===== src/rtl/pulse_monitor_pkg.sv =====
// Shared FSM encoding and default configuration for the pulse period monitor.
package pulse_monitor_pkg;

  typedef enum logic [1:0] {
    ST_IDLE      = 2'd0,
    ST_MEASURE   = 2'd1,
    ST_TIMED_OUT = 2'd2
  } state_e;

  localparam int          DEF_CNT_WIDTH       = 32;
  localparam logic [31:0] DEF_EXPECTED_PERIOD = 32'd10000000;
  localparam logic [31:0] DEF_TOLERANCE       = 32'd16;
  localparam logic [31:0] DEF_TIMEOUT         = 32'd20000000;
  localparam int          DEF_LOCK_COUNT      = 4;

endpackage


===== src/rtl/sync_edge_detect.sv =====
// Two-flop synchronizer for an asynchronous input followed by a registered
// rising-edge detector.
module sync_edge_detect (
  input  logic i_clk,
  input  logic i_rst,
  input  logic i_async,
  output logic o_rise
);

  logic meta_q;
  logic sync_q;
  logic sync_dly_q;
  logic rise_q;

  always_ff @(posedge i_clk or posedge i_rst) begin
    if (i_rst) begin
      meta_q     <= 1'b0;
      sync_q     <= 1'b0;
      sync_dly_q <= 1'b0;
      rise_q     <= 1'b0;
    end else begin
      meta_q     <= i_async;
      sync_q     <= meta_q;
      sync_dly_q <= sync_q;
      rise_q     <= sync_q & ~sync_dly_q;
    end
  end

  assign o_rise = rise_q;

endmodule


===== src/rtl/pulse_period_monitor.sv =====
// Measures the period between rising edges of an asynchronous pulse, flags
// in-range periods, tracks lock and declares a timeout when edges stop.
module pulse_period_monitor
  import pulse_monitor_pkg::*;
#(
  parameter int          CNT_WIDTH       = DEF_CNT_WIDTH,
  parameter logic [31:0] EXPECTED_PERIOD = DEF_EXPECTED_PERIOD,
  parameter logic [31:0] TOLERANCE       = DEF_TOLERANCE,
  parameter logic [31:0] TIMEOUT         = DEF_TIMEOUT,
  parameter int          LOCK_COUNT      = DEF_LOCK_COUNT
) (
  input  logic                 i_clk,
  input  logic                 i_rst,
  input  logic                 i_pulse,
  output logic [CNT_WIDTH-1:0] o_period,
  output logic                 o_valid,
  output logic                 o_in_range,
  output logic                 o_timeout,
  output logic                 o_locked
);

  localparam int LW = $clog2(LOCK_COUNT + 1);
  localparam logic [CNT_WIDTH:0]   EXP_W    = (CNT_WIDTH + 1)'(EXPECTED_PERIOD);
  localparam logic [CNT_WIDTH:0]   TOL_W    = (CNT_WIDTH + 1)'(TOLERANCE);
  localparam logic [CNT_WIDTH-1:0] TMO_LAST = CNT_WIDTH'(TIMEOUT - 32'd1);
  localparam logic [LW-1:0]        LOCK_MAX = LW'(LOCK_COUNT);

  if ((TIMEOUT <= ({1'b0, EXPECTED_PERIOD} + {1'b0, TOLERANCE})) ||
      ((TIMEOUT >> CNT_WIDTH) != 32'd0) || (LOCK_COUNT < 1)) begin : g_bad_cfg
    $error("pulse_period_monitor: TIMEOUT/LOCK_COUNT configuration is invalid");
  end

  logic rise;

  sync_edge_detect u_sync (
    .i_clk   (i_clk),
    .i_rst   (i_rst),
    .i_async (i_pulse),
    .o_rise  (rise)
  );

  state_e               state_q;
  logic [CNT_WIDTH-1:0] cnt_q;
  logic [LW-1:0]        lock_q;
  logic [CNT_WIDTH-1:0] period_q;
  logic                 valid_q;
  logic                 in_range_q;
  logic                 timeout_q;
  logic                 locked_q;

  logic [CNT_WIDTH-1:0] period_d;
  logic [CNT_WIDTH:0]   period_ext;
  logic [CNT_WIDTH:0]   diff_d;
  logic                 in_range_d;
  logic [LW-1:0]        lock_d;

  // The extra MSB keeps the deviation from wrapping for periods below nominal.
  always_comb begin
    period_d   = cnt_q + CNT_WIDTH'(1);
    period_ext = {1'b0, period_d};
    diff_d     = (period_ext >= EXP_W) ? (period_ext - EXP_W) : (EXP_W - period_ext);
    in_range_d = (diff_d <= TOL_W);
    lock_d     = '0;
    if (in_range_d) begin
      lock_d = (lock_q == LOCK_MAX) ? lock_q : lock_q + LW'(1);
    end
  end

  always_ff @(posedge i_clk or posedge i_rst) begin
    if (i_rst) begin
      state_q    <= ST_IDLE;
      cnt_q      <= '0;
      lock_q     <= '0;
      period_q   <= '0;
      valid_q    <= 1'b0;
      in_range_q <= 1'b0;
      timeout_q  <= 1'b0;
      locked_q   <= 1'b0;
    end else begin
      valid_q <= 1'b0;
      case (state_q)
        ST_IDLE: begin
          cnt_q <= '0;
          if (rise) begin
            state_q <= ST_MEASURE;
          end
        end
        ST_MEASURE: begin
          if (rise) begin
            period_q   <= period_d;
            in_range_q <= in_range_d;
            valid_q    <= 1'b1;
            lock_q     <= lock_d;
            locked_q   <= (lock_d == LOCK_MAX);
            cnt_q      <= '0;
          end else if (cnt_q == TMO_LAST) begin
            state_q   <= ST_TIMED_OUT;
            timeout_q <= 1'b1;
            lock_q    <= '0;
            locked_q  <= 1'b0;
          end else begin
            cnt_q <= cnt_q + CNT_WIDTH'(1);
          end
        end
        ST_TIMED_OUT: begin
          // The interval ending at this edge has unknown start, so no strobe.
          if (rise) begin
            state_q   <= ST_MEASURE;
            cnt_q     <= '0;
            timeout_q <= 1'b0;
          end
        end
        default: begin
          state_q <= ST_IDLE;
          cnt_q   <= '0;
        end
      endcase
    end
  end

  assign o_period   = period_q;
  assign o_valid    = valid_q;
  assign o_in_range = in_range_q;
  assign o_timeout  = timeout_q;
  assign o_locked   = locked_q;

endmodule


===== config.mk =====
export PLATFORM = sky130hd
export DESIGN_NAME = pulse_period_monitor
export DESIGN_NICKNAME = d
export VERILOG_FILES = /design/src/rtl/pulse_monitor_pkg.sv /design/src/rtl/sync_edge_detect.sv /design/src/rtl/pulse_period_monitor.sv
export SDC_FILE = /design/constraint.sdc
export NUM_CORES = 1
export LEC_CHECK = 0
export ABC_AREA = 1
export CAP_MARGIN = 15
export CORE_MARGIN = 2
export CORE_UTILIZATION = 45
export DETAILED_ROUTE_END_ITERATION = 16
export GPL_ROUTABILITY_DRIVEN = 0
export MAX_ROUTING_LAYER = met4
export PLACE_DENSITY_LB_ADDON = 0.15
export SLEW_MARGIN = 30
export SYNTH_ARGS = -nofsm -noshare
export SYNTH_HDL_FRONTEND = slang
export SYNTH_HIERARCHICAL = 1
export SYNTH_SLANG_ARGS = --single-unit

===== constraint.sdc =====
create_clock -name i_clk -period 5.1 [get_ports i_clk]
set_input_delay 1.53 -clock i_clk [delete_from_list [all_inputs] [get_ports i_clk]]
set_output_delay 1.53 -clock i_clk [all_outputs]
set_load 0.02 [all_outputs]

After elaboration in Yosys (flattened, before gate mapping)
Index checks and enable logic that the tools add are counted.

cells by class
  bitwise logic cells = 2
  equality and inequality tests = 10
  reductions and logical operators = 9
  magnitude comparators = 2
  multiplexer cells = 21
  add/sub/neg operators = 4

operator list
  cell                    count
  $mux 32                 3
  $pmux 32 s2             1
  $le 33x5->1 const B     1
  $mux 33                 1
  $sub 24x32->33 const A  1
  $sub 32x24->33 const B  1
  $add 32x1->32 const B   1
  $eq 32x25->1 const B    1
  $ge 32x24->1 const B    1
  $mux 3                  4
  $mux 1                  7
  $eq 3x3->1 const B      2
  $mux 2                  3
  $reduce_and 2->1        3
  $ne 2x1->1 const B      2
  $ne 2x2->1 const B      2
  $pmux 2 s2              1
  $reduce_and 4->1        1
  $reduce_bool 2->1       2
  $add 3x1->3 const B     1
  $ne 3x2->1 const B      1
  $reduce_and 3->1        1
  $eq 2x1->1 const B      1
  $eq 2x2->1 const B      1
  5 further kinds         5

storage, ports and cells
  logic and storage cells = 60
  input port bits = 3
  output and inout port bits = 36
  register bits = 77

Logic depth before layout (Yosys ltp)
Gate-level depths: netlist (run 1).

  depth in word-level cells = 7
  gate-level depth with buffers = 29
  depth with buffers taken out = 28

By module
The synthesis (run 1) kept the hierarchy.

modules (own cells, without submodules)
  module                area an instance (um2)  times used  cells an instance  sequential area each (um2)
  pulse_period_monitor  5,969.5                 1           941                1,826.8
  sync_edge_detect      113.9                   1           7                  100.1

Worst setup path after synthesis (run 1)
No wires, ideal clock.

  kind = register to register
  start = register cnt_q[1]
  end = register locked_q (netlist: o_locked)
  required time = 5,035 ps
  path slack = 2,181 ps
  arrival = 2,854 ps
  library setup time = 65 ps
  buffers on the path = 2
  clock period less this slack = 2,919 ps
  cell stages (with the launch flop) = 25
  path through = dfrtp_1 -> ha_1 -> nand2_2 -> nor2_8 -> nand2_4 -> nand2_1 -> nand2_1 -> ha_1 -> nor2_1 -> nand3_1 -> nand2_1 -> nand3_1 -> nand3_2 -> buf_6 -> buf_6 -> nand2_1 -> nand2_1 -> nand4_1 -> nor2_2 -> nand2_2 -> nor2_4 -> nand3_2 -> nor2_1 -> nand2_1 -> nand2_1

on the way
  longest elaborated chain between the ends = 7
  elaborated cells on any way between the ends = 12
  those cells by class = 3 x add/sub; 2 x order compare; 2 x eq/ne; 3 x mux; 2 x reduce/logical

ends and longest elaborated chain
  element                                 line                         source
  from (decl)                             pulse_period_monitor.sv:43   logic [CNT_WIDTH-1:0] cnt_q;
  from (signal assigned)                  pulse_period_monitor.sv:102  cnt_q <= cnt_q + CNT_WIDTH'(1);
  $add 32x1->32                           pulse_period_monitor.sv:59   period_d = cnt_q + CNT_WIDTH'(1);
  $sub 24x32->33 (tied with other cells)  pulse_period_monitor.sv:61   diff_d = (period_ext >= EXP_W) ? (period_ext - EXP_W) : (EXP_W - period_ext);
  $mux 33                                 pulse_period_monitor.sv:61
  $le 33x5->1                             pulse_period_monitor.sv:62   in_range_d = (diff_d <= TOL_W);
  $mux 3                                  pulse_period_monitor.sv:64   if (in_range_d) begin
  $eq 3x3->1                              pulse_period_monitor.sv:94   locked_q <= (lock_d == LOCK_MAX);
  $mux 1                                  pulse_period_monitor.sv:89   if (rise) begin
  to (signal assigned)                    pulse_period_monitor.sv:94
  to (decl)                               pulse_period_monitor.sv:49   logic locked_q;

Parallel ways exist; a longest one is shown, timed or not.
A chain may end at the register's enable or synchronous reset.

Final worst setup path (run 1)
  start = register cnt_q[0]
  end = register locked_q (netlist: o_locked)

The elaborated chain is that of the path after synthesis.

==> metrics, run 1 <==
status completed; Max Clock Skew 0.005421 ns; Reg clk slew, reported paths 0.06 ns; Area Growth Syn to Fin 15.24%; Vias/cell 5.358; Die X 120.3 um; Net Sw Power 0.4139 mW; Worst Tran Pin Value 0.9502 ns; pin count of the biggest net entering global routing 51; DP Wirelength 14700 um; Seq/Total Area, Yosys 0.3167; post-synth top area share 0.3167; initial antenna violation count 1; crit path time final 3.954 ns; Slew Limit Fails 0; CP Data Required Time 5.38 ns; CTS tree yes; slowest stage delay, CP 0.39 ns; initial core utilization 0.4594; CP Capture Type register; Area contributors post-synth dfrtp_1 (32%), nand2_1 (22%), inv_1 (5.9%); via count 6253; first-pass GRT wire length 30260 um; max-cap violations 0; max frequency 252.9 MHz; Setup TNS 0 ns; Post-Synthesis Net Count 957; unrepaired setup endpoints after global routing false; Syn Inst Count 948; clock tree sinks 77; Post-CTS Setup Repair Bufs 0; CP max-delay cell dfrtp_1; global route overflow 0; YS warnings 6; Sw Share 0.2519; DRC viols 0; Initial DRT Pass Iterations 5; CTS Buffer Depth 2; most used cell, CP nand2_1; final period utilization 0.7752; PostCTS Resize Cnt 0; CTS root buf clkbuf_16; Crit Path Max Fanout 20; clock latency at the later pin of the worst-skew pair 0.35 ns; Starting DRT DRC Count 743; Power Total 1.643 mW; Hold WC Path Type reg -> reg; CTS Buf Count 9; power per cell area 234.4 nW/um^2; WP data arrival 4.24 ns; Crit Path Category reg -> reg; Mapped Area 6083 um^2; synthesized flop and latch total 77; # hold bufs at CTS 0; layout cells sized above 1 0.1111; final net count 994; Netlist cell types 33; Die ar. 14460 um^2; most frequent cells in the layout nand2_1 (358), nor2_1 (94), inv_1 (93); part of the power in combinational logic 0.112; max_slew headroom 0.3658; WL/cell 16.11 um; Die Span Y 120.3 um; # rows 42; H-tree Lvls 3; Power Internal 1.229 mW; startpoint types register; largest area contributor in the netlist dfrtp_1; Leakage 3.451 nW; Worst VDD drop 0.1953 mV; GRT Resource Usage Total 0.2756; core area 13240 um^2; syn avg cell area 6.417 um^2; share of power burned in registers 0.399; Top Ports 39; vias in the first global route 5588; Clock Power Share 0.489; Routed Antenna Nets 0; Final Hold Vio Count 0; Final setup viols 0; final WL 18800 um; IO Port Bufs 38; commonest non-fill, non-tap cell in the layout nand2_1
[final timing paths]
path	from	end	slack (ns)	cells after the start
max	cnt_q[0]$_DFFE_PP0P_	o_locked$_DFFE_PP0P_	1.15	25
min	u_sync/meta_q$_DFF_PP0_	u_sync/sync_q$_DFF_PP0_	0.35	0
max reg2reg	cnt_q[0]$_DFFE_PP0P_	o_locked$_DFFE_PP0P_	1.15	25
min reg2reg	u_sync/meta_q$_DFF_PP0_	u_sync/sync_q$_DFF_PP0_	0.35	0
max in group asynchronous	i_rst	o_period[13]$_DFFE_PP0P_	2.68	3
min in group asynchronous	i_rst	u_sync/meta_q$_DFF_PP0_	1.45	2
[cells in the mapped netlist]
library cell	instances
nor2_2	17
nor3_1	8
xor2_1	22
a21oi_2	1
nand2_4	7
nor2_8	4
inv_2	11
nor2_1	94
clkinv_1	1
o22ai_1	29
o21ai_0	44
o211ai_1	1
nand3_2	9
o21bai_2	1
nand2_2	27
nand3_1	69
ha_1	6
o21ai_1	5
xnor2_1	1
nand3b_4	1
clkbuf_1	10
nand3b_1	3
inv_1	95
dfrtp_1	77
a21oi_1	12
buf_1	2
nand2_1	358
buf_2	1
buf_6	2
nand4_1	15
or2_2	1
nor2_4	11
nor4_1	3
[metrics by stage]
| step | worst slack, ns | hold WS, ns | instance area [um^2] | utilization | cells |
|---|---|---|---|---|---|
| 6_report | 1.146 | 0.3500 | 7010 | 0.5294 | 1167 |
| 5_1_grt | 0.7316 | 0.3697 | 7010 | 0.5294 | 1167 |
| 4_1_cts | 1.277 | 0.3518 | 7007 | 0.5291 | 1166 |
| 3_5_place_dp | 1.306 | 0.3372 | 6635 | 0.5010 | 1150 |
| 3_3_place_gp | 1.302 | 0.3332 | 6635 | 0.5010 | 1150 |
| 2_1_floorplan | 1.717 | 0.3312 | 6083 | - | 948 |
[state kept, by name, summed over array words and instances (netlist names)]
name               flops
cnt_q                 32
o_period              32
u_sync/sync_dly_q      1
u_sync/o_rise          1
o_in_range             1
u_sync/sync_q          1
o_valid                1
u_sync/meta_q          1
o_locked               1
o_timeout              1
state_q                2
lock_q                 3
[layout make-up]
type / count / area, um^2
Clock buffer: 9 / 225.2
Fill cell: 1335 / 6232
Timing Repair Buffer: 41 / 402.9
Multi-Input combinational cell: 749 / 3682
Sequential cell: 77 / 1927
Inverter: 107 / 404.1
Clock inverter: 7 / 146.4
Antenna cell: 1 / 2.502
Tap cell: 176 / 220.2
[power by group through the flow]
stage	logic [mW]	clock network (mW)	registers, mW
floorplan	0.111	0	0.679
global placement	0.185	0	0.665
detailed placement	0.185	0	0.666
CTS	0.185	0.811	0.655
global route	0.209	0.837	0.658
finish	0.184	0.804	0.655
[cell families (layout without fill, tap and decap cells)]
family                   Yosys count  count (layout)  share of synthesized area
adder cells (fa/ha/maj)            6               6                    0.01234
flip-flops                        77              77                     0.3167
other                              0               1                          0
buffers and inverters            122             164                    0.07795
AO/OA/AOI/OAI                     93              93                    0.08453
AND/OR/NAND/NOR                  627             627                     0.4753
XOR/XNOR                          23              23                    0.03311
[worst max-delay path, delay by kind of cell, from the launching register on]
kind	cells	cell delay (ns)
adders and majority gates	1	0.23
DFF	1	0.39
and+or+nand+nor	22	2.89
buffers and inverters	2	0.36
[per-layer routing]
layer / global-route usage / share of wire / wire length (um)
met1: 0.3824 / 0.46 / 8720
met2: 0.4194 / 0.44 / 8307
met3: 0.04009 / 0.070 / 1312
met4: 0.08503 / 0.024 / 459
met5: - / 0 / 0
No activity file was read; power rests on OpenSTA's default activity.
==> run 2: changes to the inputs <==
clock period = 3.6 ns   (was 5.1 ns; I/O delays follow)
==> run 2 against run 1 <==
Clock skew increased by 0.0065 ns; wire length increased by 3.9%; first-iteration DRC count decreased by 20%; sequential power increased by 42%; register-to-register slack got worse by 0.96 ns; sequential share of layout area decreased by 1.5 points; critical path depth unchanged; worst hold slack got worse by 0.0025 ns; cell area increased by 6.0%; clock power increased by 11%; via count increased by 3.5%; cell count increased by 3.1%; critical path type unchanged; critical endpoint unchanged.
==> metrics, run 2 (synthesis gave the netlist of run 1 again) <==
CTS root buf clkbuf_16; Hold WC Path Type reg -> reg; Clock Power Share 0.423 (-0.066); pin count of the biggest net entering global routing 45 (-12%); dpl cells 1173 (+2.0%); final period utilization 0.9483 (+0.1730); Top Ports 39 (unchanged); CTS Buffer Depth 2 (unchanged); global route overflow 0 (unchanged); status completed; Routed Antenna Nets 0 (unchanged); final net count 1032 (+3.8%); CP max-delay cell dfrtp_1; Worst VDD drop 0.2804 mV (+44%); Vias/cell 5.381 (+0.42%); WP data arrival 3.70 ns (-0.54 ns); Net Sw Power 0.5764 mW (+39%); Power Internal 1.541 mW (+25%); Placed Instance Area 6820 um^2 (+2.8%); CP Data Required Time 3.88 ns (-1.50 ns); most used cell, CP nand2_2; # hold bufs at CTS 0 (unchanged); Die Span Y 120.3 um (unchanged); Final WS setup 0.1863 ns (-0.9601 ns); power per cell area 285.0 nW/um^2 (+22%); Final Hold Vio Count 0 (unchanged); part of the power in combinational logic 0.138 (+0.026); clock tree sinks 77 (unchanged); most frequent cells in the layout nand2_1 (346), inv_1 (93), nor2_1 (79); DP Wirelength 15250 um (+3.8%); CP Capture Type register; share of power burned in registers 0.439 (+0.040); Starting DRT DRC Count 595 (-20%); post-route insts no fill 1203 (+3.1%); Crit Path Max Fanout 18 (-10%); max-cap violations 0 (unchanged); vias in the first global route 5892 (+5.4%); hold path endpoint u_sync/sync_q$_DFF_PP0_; # rows 42 (unchanged); DRC viols 0 (unchanged); Die X 120.3 um (unchanged); via count 6473 (+3.5%); initial antenna violation count 0 (-1); Die ar. 14460 um^2 (unchanged); Crit Path Category reg -> reg; worst r2r src cnt_q[0]$_DFFE_PP0P_; DP Worst Slack 0.03659 ns (-1.269 ns); startpoint types register; WL/cell 16.23 um (+0.77%); Worst Tran Pin Value 0.6364 ns (-0.3138 ns); CTS tree yes; worst min-delay path startpoint u_sync/meta_q$_DFF_PP0_; hold-critical path depth 0 (unchanged); crit path time final 3.414 ns (-0.5399 ns); Reg clk slew, reported paths 0.06 ns (about the same); max frequency 292.9 MHz (+16%); initial core utilization 0.4594 (unchanged); GRT Resource Usage Total 0.2845 (+0.008975); ANT cells 0 (-1); commonest non-fill, non-tap cell in the layout nand2_1; Slew Limit Fails 0 (unchanged); clock latency at the later pin of the worst-skew pair 0.35 ns (about the same); slowest stage delay, CP 0.42 ns (+0.03 ns); core area 13240 um^2 (unchanged); Final setup viols 0 (unchanged); Sw Share 0.2723 (+0.02036); R2R Setup Slk 0.19 ns (-0.96 ns); RR Endpoint o_locked$_DFFE_PP0P_; layout cells sized above 1 0.1792 (+0.06805); IO Port Bufs 38 (unchanged); Buf+Inv Stages, Crit Path 2 (unchanged); Area Growth Syn to Fin 22.11%; final WL 19530 um (+3.9%); first-pass GRT wire length 31110 um (+2.8%); Setup TNS 0 ns (unchanged); Leakage 3.617 nW (+4.8%); CTS Buf Count 9 (unchanged); cell family with most CP delay simple AND/OR/NAND/NOR gates; H-tree Lvls 3 (unchanged); Design Area, Final 7428 um^2 (+6.0%); Initial DRT Pass Iterations 5 (unchanged); max_slew headroom 0.5731 (+0.2072); Max Clock Skew 0.01193 ns (+0.006512 ns); R2R cell count 25 (unchanged)
-- run 2: cell count changes in the layout (fill, tap and decap cells not counted), sizes merged --
cell | previous run | this run
bufinv | 4 | 1
clkinv | 4 | 6
buf | 3 | 41
diode | 1 | 0
inv | 106 | 104
clkbuf | 9 | 10
clkinvlp | 0 | 1
-- run 2: power by group through the flow --
| stage | combinational, mW | clock [mW] | sequential, mW |
|---|---|---|---|
| global placement | 0.269 | 0 | 0.942 |
| CTS | 0.271 | 0.899 | 0.927 |
| detailed placement | 0.270 | 0 | 0.943 |
| finish | 0.293 | 0.895 | 0.929 |
| global route | 0.326 | 0.942 | 0.936 |
| floorplan | 0.158 | 0 | 0.962 |
-- run 2: through the flow --
| stage | power [mW] | hold WS, ns | util |
|---|---|---|---|
| floorplan | 1.119 | 0.3312 | - |
| global placement | 1.211 | 0.3336 | 0.5150 |
| detailed placement | 1.213 | 0.3355 | 0.5150 |
| CTS | 2.097 | 0.3486 | 0.5363 |
| global route | 2.204 | 0.3494 | 0.5609 |
| finish | 2.117 | 0.3475 | 0.5609 |
-- run 2: worst max-delay path by stage --
stage	slack [ns]	from	cells past startpoint	endpoint
after detailed placement	0.04	cnt_q[0]$_DFFE_PP0P_	26	o_locked$_DFFE_PP0P_
after global routing	-0.03	cnt_q[9]$_DFFE_PP0P_	27	o_locked$_DFFE_PP0P_
after CTS	0.01	cnt_q[0]$_DFFE_PP0P_	26	o_locked$_DFFE_PP0P_
after floorplan	0.67	i_rst	1	cnt_q[0]$_DFFE_PP0P_
final	0.19	cnt_q[0]$_DFFE_PP0P_	25	o_locked$_DFFE_PP0P_
after global placement	0.04	cnt_q[0]$_DFFE_PP0P_	26	o_locked$_DFFE_PP0P_
-- run 2: area by class of cell --
type / instances / area [um^2]
tap: 176 / 220.2
sequential: 77 / 1932
timing repair buffer: 79 / 720.7
clock buffer: 10 / 229.0
clock inverter: 5 / 52.55
fill: 1323 / 5814
inverter: 107 / 407.9
multi-input combinational: 749 / 3866
-- run 2: what timing repair did --
action | CTS | global route
endpoints found under the setup margin | 0 | 5
gates resized for setup | 0 | 57
endpoints found under the hold margin | 0 | 0
setup buffers | 0 | 15
-- run 2: worst reg2reg max path: stages, from the launching register on --
cell and delay, ns:
dfrtp_1 0.42, ha_4 0.18, nand2_2 0.10, nor2_8 0.19
nand2_2 0.09, nor2_4 0.17, nand3_1 0.14, nand2_4 0.12
inv_4 0.06, nand2_2 0.13, nor2_4 0.07, nand2_2 0.09
nand2_2 0.07, nor2_4 0.16, nand3_4 0.11, buf_8 0.18
nand2_1 0.06, o21ai_0 0.07, nand3b_1 0.22, nor2_1 0.13
nand2_1 0.10, nor2_4 0.17, nand3_2 0.10, nor2_1 0.11
nand2_1 0.06, nand2_1 0.05
-- run 2: layer usage --
metal | global-route usage | part of all wire | wire [um]
met3 | 0.05708 | 0.072 | 1405
met4 | 0.09520 | 0.037 | 732
met5 | - | 0 | 0
met2 | 0.4411 | 0.44 | 8676
met1 | 0.3752 | 0.45 | 8714
